`config.mk`:
```
export PLATFORM = sky130hd
export DESIGN_NAME = hazard_fwd_ctrl
export DESIGN_NICKNAME = d
export VERILOG_FILES = /design/src/rtl/hazard_fwd_ctrl.sv
export SDC_FILE = /design/constraint.sdc
export NUM_CORES = 1
export LEC_CHECK = 0
export BUFFER_PORTS_ARGS = -buffer_cell sky130_fd_sc_hd__buf_2
export CAP_MARGIN = 20
export CELL_PAD_IN_SITES_DETAIL_PLACEMENT = 1
export CELL_PAD_IN_SITES_GLOBAL_PLACEMENT = 1
export CORE_MARGIN = 3
export CORE_UTILIZATION = 36
export DETAILED_ROUTE_END_ITERATION = 7
export PLACE_DENSITY = 0.81
export SYNTH_ARGS = -nofsm -noshare
export SYNTH_HDL_FRONTEND = slang
export SYNTH_SLANG_ARGS = --single-unit
export TNS_END_PERCENT = 10
```
`constraint.sdc`:
```
create_clock -name i_clk -period 1.9 [get_ports i_clk]
set_clock_uncertainty 0.15 [all_clocks]
set_input_delay 0.19 -clock i_clk [delete_from_list [all_inputs] [get_ports i_clk]]
set_output_delay 0.19 -clock i_clk [all_outputs]
set_load 0.02 [all_outputs]
```
`src/rtl/hazard_fwd_ctrl.sv`:
```
// hazard_fwd_ctrl
// Hazard and forwarding controller for the 5-stage RV32I pipeline.
// Shadows the destination/source information of the instructions in EX, MEM
// and WB, and from that state drives the EX operand forwarding selects, the
// load-use stall and the taken-branch flush. A data-memory freeze holds every
// stage register in place.
module hazard_fwd_ctrl #(
   parameter int REG_ADDR_W = 5
) (
   input  logic                  i_clk,
   input  logic                  i_rst,
   input  logic                  i_id_valid,
   input  logic [REG_ADDR_W-1:0] i_id_rs1,
   input  logic [REG_ADDR_W-1:0] i_id_rs2,
   input  logic                  i_id_uses_rs1,
   input  logic                  i_id_uses_rs2,
   input  logic [REG_ADDR_W-1:0] i_id_rd,
   input  logic                  i_id_regwrite,
   input  logic                  i_id_memread,
   input  logic                  i_ex_branch_taken,
   input  logic                  i_dmem_stall,
   output logic [1:0]            o_fwd_a_sel,
   output logic [1:0]            o_fwd_b_sel,
   output logic                  o_stall,
   output logic                  o_flush
);

   localparam logic [REG_ADDR_W-1:0] ZERO_REG = '0;

   // Operand mux encodings: regfile, WB result, MEM ALU result.
   localparam logic [1:0] SEL_REGFILE = 2'b00;
   localparam logic [1:0] SEL_WB      = 2'b01;
   localparam logic [1:0] SEL_MEM     = 2'b10;

   // EX stage shadow registers
   logic [REG_ADDR_W-1:0] ex_rd;
   logic [REG_ADDR_W-1:0] ex_rs1;
   logic [REG_ADDR_W-1:0] ex_rs2;
   logic                  ex_uses_rs1;
   logic                  ex_uses_rs2;
   logic                  ex_regwrite;
   logic                  ex_memread;

   // MEM stage shadow registers
   logic [REG_ADDR_W-1:0] mem_rd;
   logic                  mem_regwrite;
   logic                  mem_memread;

   // WB stage shadow registers (a load result is already valid in WB, so
   // WB needs no memread flag for forwarding purposes)
   logic [REG_ADDR_W-1:0] wb_rd;
   logic                  wb_regwrite;

   // Derived control
   logic                  ex_insert_bubble;
   logic                  load_in_ex;
   logic                  id_needs_rs1;
   logic                  id_needs_rs2;

   // Pick the youngest in-flight producer of a source register. A load in
   // MEM cannot forward (its data is not back yet); the load-use stall
   // guarantees that case never needs a value.
   function automatic logic [1:0] pickForward(
      input logic                  uses_src,
      input logic [REG_ADDR_W-1:0] src,
      input logic                  m_regwrite,
      input logic                  m_memread,
      input logic [REG_ADDR_W-1:0] m_rd,
      input logic                  w_regwrite,
      input logic [REG_ADDR_W-1:0] w_rd
   );
      logic [1:0] sel;
      sel = SEL_REGFILE;
      if (uses_src && m_regwrite && !m_memread && (m_rd != ZERO_REG) && (m_rd == src)) begin
         sel = SEL_MEM;
      end else if (uses_src && w_regwrite && (w_rd != ZERO_REG) && (w_rd == src)) begin
         sel = SEL_WB;
      end
      return sel;
   endfunction

   // Forwarding selects depend only on stage state, so a freeze holds them too.
   always_comb begin
      o_fwd_a_sel = pickForward(ex_uses_rs1, ex_rs1, mem_regwrite, mem_memread,
                                mem_rd, wb_regwrite, wb_rd);
      o_fwd_b_sel = pickForward(ex_uses_rs2, ex_rs2, mem_regwrite, mem_memread,
                                mem_rd, wb_regwrite, wb_rd);
   end

   // Load-use detection: a load in EX whose rd is read by the ID instruction.
   always_comb begin
      load_in_ex   = ex_memread && ex_regwrite && (ex_rd != ZERO_REG);
      id_needs_rs1 = i_id_uses_rs1 && (i_id_rs1 == ex_rd);
      id_needs_rs2 = i_id_uses_rs2 && (i_id_rs2 == ex_rd);
      o_stall      = load_in_ex && i_id_valid && (id_needs_rs1 || id_needs_rs2)
                     && !i_ex_branch_taken;
   end

   // Taken branch squashes IF/ID; flush wins over stall since the consumer dies.
   always_comb begin
      o_flush          = i_ex_branch_taken && !i_rst;
      ex_insert_bubble = o_stall || o_flush || !i_id_valid;
   end

   // EX stage: take the ID instruction or a bubble, hold during a freeze.
   always_ff @(posedge i_clk) begin
      if (i_rst) begin
         ex_rd       <= ZERO_REG;
         ex_rs1      <= ZERO_REG;
         ex_rs2      <= ZERO_REG;
         ex_uses_rs1 <= 1'b0;
         ex_uses_rs2 <= 1'b0;
         ex_regwrite <= 1'b0;
         ex_memread  <= 1'b0;
      end else if (!i_dmem_stall) begin
         if (ex_insert_bubble) begin
            ex_rd       <= ZERO_REG;
            ex_rs1      <= ZERO_REG;
            ex_rs2      <= ZERO_REG;
            ex_uses_rs1 <= 1'b0;
            ex_uses_rs2 <= 1'b0;
            ex_regwrite <= 1'b0;
            ex_memread  <= 1'b0;
         end else begin
            ex_rd       <= i_id_rd;
            ex_rs1      <= i_id_rs1;
            ex_rs2      <= i_id_rs2;
            ex_uses_rs1 <= i_id_uses_rs1;
            ex_uses_rs2 <= i_id_uses_rs2;
            ex_regwrite <= i_id_regwrite;
            ex_memread  <= i_id_memread;
         end
      end
   end

   // MEM and WB stages: shift down the pipe unless memory freezes everything.
   always_ff @(posedge i_clk) begin
      if (i_rst) begin
         mem_rd       <= ZERO_REG;
         mem_regwrite <= 1'b0;
         mem_memread  <= 1'b0;
         wb_rd        <= ZERO_REG;
         wb_regwrite  <= 1'b0;
      end else if (!i_dmem_stall) begin
         mem_rd       <= ex_rd;
         mem_regwrite <= ex_regwrite;
         mem_memread  <= ex_memread;
         wb_rd        <= mem_rd;
         wb_regwrite  <= mem_regwrite;
      end
   end

endmodule

```
# Yosys cells after proc, flatten, opt, wreduce, memory -nomap -nowiden
# Cells that the tools add are included.
# totals
in_bits	24
regBits	32
# classes
mux	11
n_reduce_logical	32
eq_ne	6
# op_table
op	count
equality test 5 bit	6
logical AND 1 bit	22
two-way mux 5 bit	3
nonzero test 5 bit	3
two-way mux 1 bit	6
logical NOT 1 bit	4
two-way mux 2 bit	2
logical OR 1 bit	3

# Logic depth before layout (Yosys ltp)
# logic_depth
word_depth	8
depth_mapped	6

# Worst setup path before layout
# Ideal clock, no wire load.
# synth_timing
path_kind	flip-flop to output port
startpoint	register mem_rd[1]
endpoint	output o_fwd_a_sel[0]
setup_slack_ps	-120
t_required_ps	1560
stages_incl_launch_ff	5
t_arrival_ps	1680
cell_sequence	dfxtp_1 > or4_1 > o21ai_1 > nor3_1 > nor3_1
# synth_via
elab_chain_cells	4
elab_cells_between_ends	5
cone_classes	eq/ne: 1; mux: 1; reduce/logical: 3
# synth_lines
element	line	text
start: declaration	45	logic [REG_ADDR_W-1:0] mem_rd;
start signal: assignment	145	mem_rd <= ex_rd;
nonzero test 5 bit	74	if (uses_src && m_regwrite && !m_memread && (m_rd != ZERO_REG) && (m_rd == src)) begin
logical AND 1 bit	74	
logical AND 1 bit *	74	
two-way mux 2 bit *	74	
end: declaration	22	output logic [1:0] o_fwd_a_sel,
# Every way passes the cells marked *; elsewhere a longest branch is shown, timed or not.

# Final worst setup path
# layout_timing
startpoint	register ex_rd[1]
endpoint	output o_stall
# layout_via
elab_chain_cells	5
elab_cells_between_ends	10
cone_classes	eq/ne: 2; reduce/logical: 8
# layout_lines
element	line	text
start: declaration	36	logic [REG_ADDR_W-1:0] ex_rd;
start signal: assignment	125	ex_rd <= i_id_rd;
equality test 5 bit, or another cell as far along	93	id_needs_rs1 = i_id_uses_rs1 && (i_id_rs1 == ex_rd);
logical AND 1 bit, on equally long branches	93, 92, 94	
logical OR 1 bit / logical AND 1 bit (equally long branches)	95	o_stall = load_in_ex && i_id_valid && (id_needs_rs1 || id_needs_rs2)
logical AND 1 bit *	95	
logical AND 1 bit *	96	&& !i_ex_branch_taken;
end: declaration	24	output logic o_stall,
# Marks and branches as above.

==> flow_summary.yaml <==
placed_design:
  dp_cells: 268
  place_congestion: 0.847
  dp_hpwl_um: 3680
  io_buffers: 29
route:
  num_vias: 1566
  drc_errors: 0
  wl_um: 5060
  ant_nets: 0
  first_pass_iters: 4
  viasPerCell: 5.55
  wl_per_cell_um: 18.0
  drt-initial-drc-count: 47
outcome:
  violations: "negative setup slack"
  status: "finished, violations left"
grt:
  grt_use_total_pct: 19.4
  grt_pass1_vias: 1573
  grt_overflow: 0
  grt_first_pass_wirelength_um: 8150
  grt_max_degree: 39
  antenna_found_initial: 0
logic_synthesis:
  synth_area_leaders: "dfxtp_1 39%, xnor2_1 12%, a32oi_1 10%"
  synth.top_cell.area_share_pct: 38.6
  ys_ff_latch: 32
  synth_cells: 187
  syn_nets: 211
  yosysWarnings: 0
  yosysUniqueCellTypes: 21
  synth_top_family_by_area: "compound AO/OA/AOI/OAI gates"
  seq_area_frac_synth_pct: 38.6
  syn-cell-area_sq_mm: 0.00166
  syn_area_per_cell_sq_um: 8.89
  synth-adder-area-share_pct: 0
  yosys-mux-area-fraction_pct: 7.83
  yosys.area_share.simple_pct: 15.9
  synth_xor_area_share_pct: 15.8
  synth_top_cell_by_area: "dfxtp_1"
  synth_compound_area_share_pct: 17.6
sta:
  finalHoldViolations: 0
  finalSetupViolCount: 4
  timing.final.crit_share_pct: 108
  fin_ws_ns: -0.160
  rsz0062_at_grt: "true"
  worst_pin_slew_ns: 0.290
  slew_viol_final: 0
  relSlewSlack_pct: 80.7
  final.min_clock_period_ns: 2.06
  max_freq_mhz: 486
cells_and_area:
  layout_commonest_cell: "buf_2"
  instances_no_fill: 282
  n_fill_cell: 539
  ff_latch_area_sq_um: 653
  drive_gt1_share_pct: 30.4
  nets: 253
  antenna_cells: 0
  multi_input_area_sq_mm: 0.00100
  area_growth_pct: 28.6
  utilization_pct: 48.4
  mostFrequentLayoutCells: "26 x buf_2, 23 x nand2_1, 22 x xnor2_1, 22 x dfxtp_1, 20 x o21ai_1"
clock_tree:
  clockBufferDepth: 2
  clock-sinks: 32
  cts_root_buffer: "clkbuf_8"
  clk_pin_slew_ns: 0.07
  cts_made_buffers: 5
  clk_latency_ns: 0.28
  cts_tree: "yes"
  htree_levels: 2
floorplanning:
  io-pin-count: 30
  fp.dieW_um: 73.9
  fp-row-count: 24
  dieHeight_um: 73.9
  dieArea_sq_mm: 0.00547
  core-area_sq_mm: 0.00441
  start_util_pct: 37.6
worst_setup_path:
  worstSetupStartpointType: "register"
  critical_path_class: "register to output port"
  crit_path_max_incr_delay_ns: 0.54
  slowest_stage: "or4_1"
  cp.arrival_ns: 1.72
  crit_family: "simple AND/OR/NAND/NOR gates"
  crit_required_ns: 1.56
  crit_buf_inv: 2
  path_max_fanout: 5
  worstSetupEndpointType: "output port"
  path_cells: "or4_1, o2111ai_2, buf_4, nor2b_1, buf_2"
power_and_ir_drop:
  peakVddDrop_mv: 0.332
  p_leak_nw: 0.852
  p_per_area_mw_per_mm2: 691
job:
  cap_violations: 0
worst_hold_path:
  min_path_type: "input port to register"
[repair_timing]
action | 4_1_cts | 5_1_grt
setup buffers | 1 | 0
hold buffers | 5 | 0
endpoints found under the hold margin | 5 | 0
setup endpoints to repair | 5 | 6
cloned | 0 | 0
gates resized for setup | 12 | 11
pin swaps | 4 | 5
[metrics by stage]
stage	hold WS (ns)	area [sq um]	power, W	worst slack (ns)	TNS [ns]
2_1_floorplan	0.112	1670	0.000843	-0.109	-0.109
3_3_place_gp	0.289	1920	0.000919	0.133	0
3_5_place_dp	0.297	1920	0.000925	0.0933	0
4_1_cts	0.00301	2110	0.00148	-0.169	-0.502
5_1_grt	0.0317	2140	0.00154	-0.201	-0.644
6_report	0.000719	2140	0.00148	-0.160	-0.395
[report_power, final]
group / leakage (nW) / internal [W] / switching (W) / total [W]
Combinational: 0.536 / 0.0000989 / 0.000104 / 0.000203
Sequential: 0.265 / 0.000696 / 0.0000325 / 0.000729
Clock: 0.0510 / 0.000289 / 0.000256 / 0.000545
[cells in the mapped netlist, drive strengths merged]
cell type	count
dfxtp	32
nand2	23
xnor2	22
o21ai	21
a32oi	19
mux2i	13
nor2	13
buf	8
xor2	8
clkbuf	5
nor2b	5
nand4	4
nor3	4
or4	3
nand3	2
nor4	2
nor3b	1
o2111ai	1
o22ai	1
[metal layers]
layer	GRT usage, %	routed length, um
met2	31.5	2480
met4	5.63	87
met1	26.0	2340
met5	0	0
met3	4.19	155
[final timing paths]
check / depth (start not counted) / start / end / slack [ns]
max: 5 / ex_rd[1] / o_stall / -0.16
min: 3 / i_id_rd[0] / ex_rd[0] / 0.0007
max reg2reg: 5 / ex_rd[1] / ex_rd[4] / 0.05
min reg2reg: 2 / mem_memread / mem_memread / 0.37
[final cells by class]
type / count / area share, %
clock buffer: 6 / 3.86
clock inverter: 2 / 0.468
multi-input combinational: 142 / 46.9
sequential: 32 / 30.6
tap: 52 / 3.04
timing repair buffer: 48 / 15.2
[logic make-up after synthesis]
logic type,count (synthesis)
buffers and inverters,13
and+or+nand+nor,57
xor gates and xnor gates,30
AOI/OAI and AO/OA,42
DFF,32
muxes,13
[state kept, by name, indices dropped and copies added, names as in the netlist]
| name | flops |
|---|---|
| ex_rs2 | 5 |
| wb_rd | 5 |
| ex_uses_rs2 | 1 |
| mem_memread | 1 |
| ex_regwrite | 1 |
| ex_rs1 | 5 |
| ex_uses_rs1 | 1 |
| ex_memread | 1 |
| mem_rd | 5 |
| mem_regwrite | 1 |
| wb_regwrite | 1 |
| ex_rd | 5 |
[worst min-delay path, delay by kind of cell]
kind                   cells  cell delay, ns
buffers and inverters      1            0.11
and+or+nand+nor            1            0.05
AOI/OAI and AO/OA          1            0.05
(Power assumes the default switching activity.)
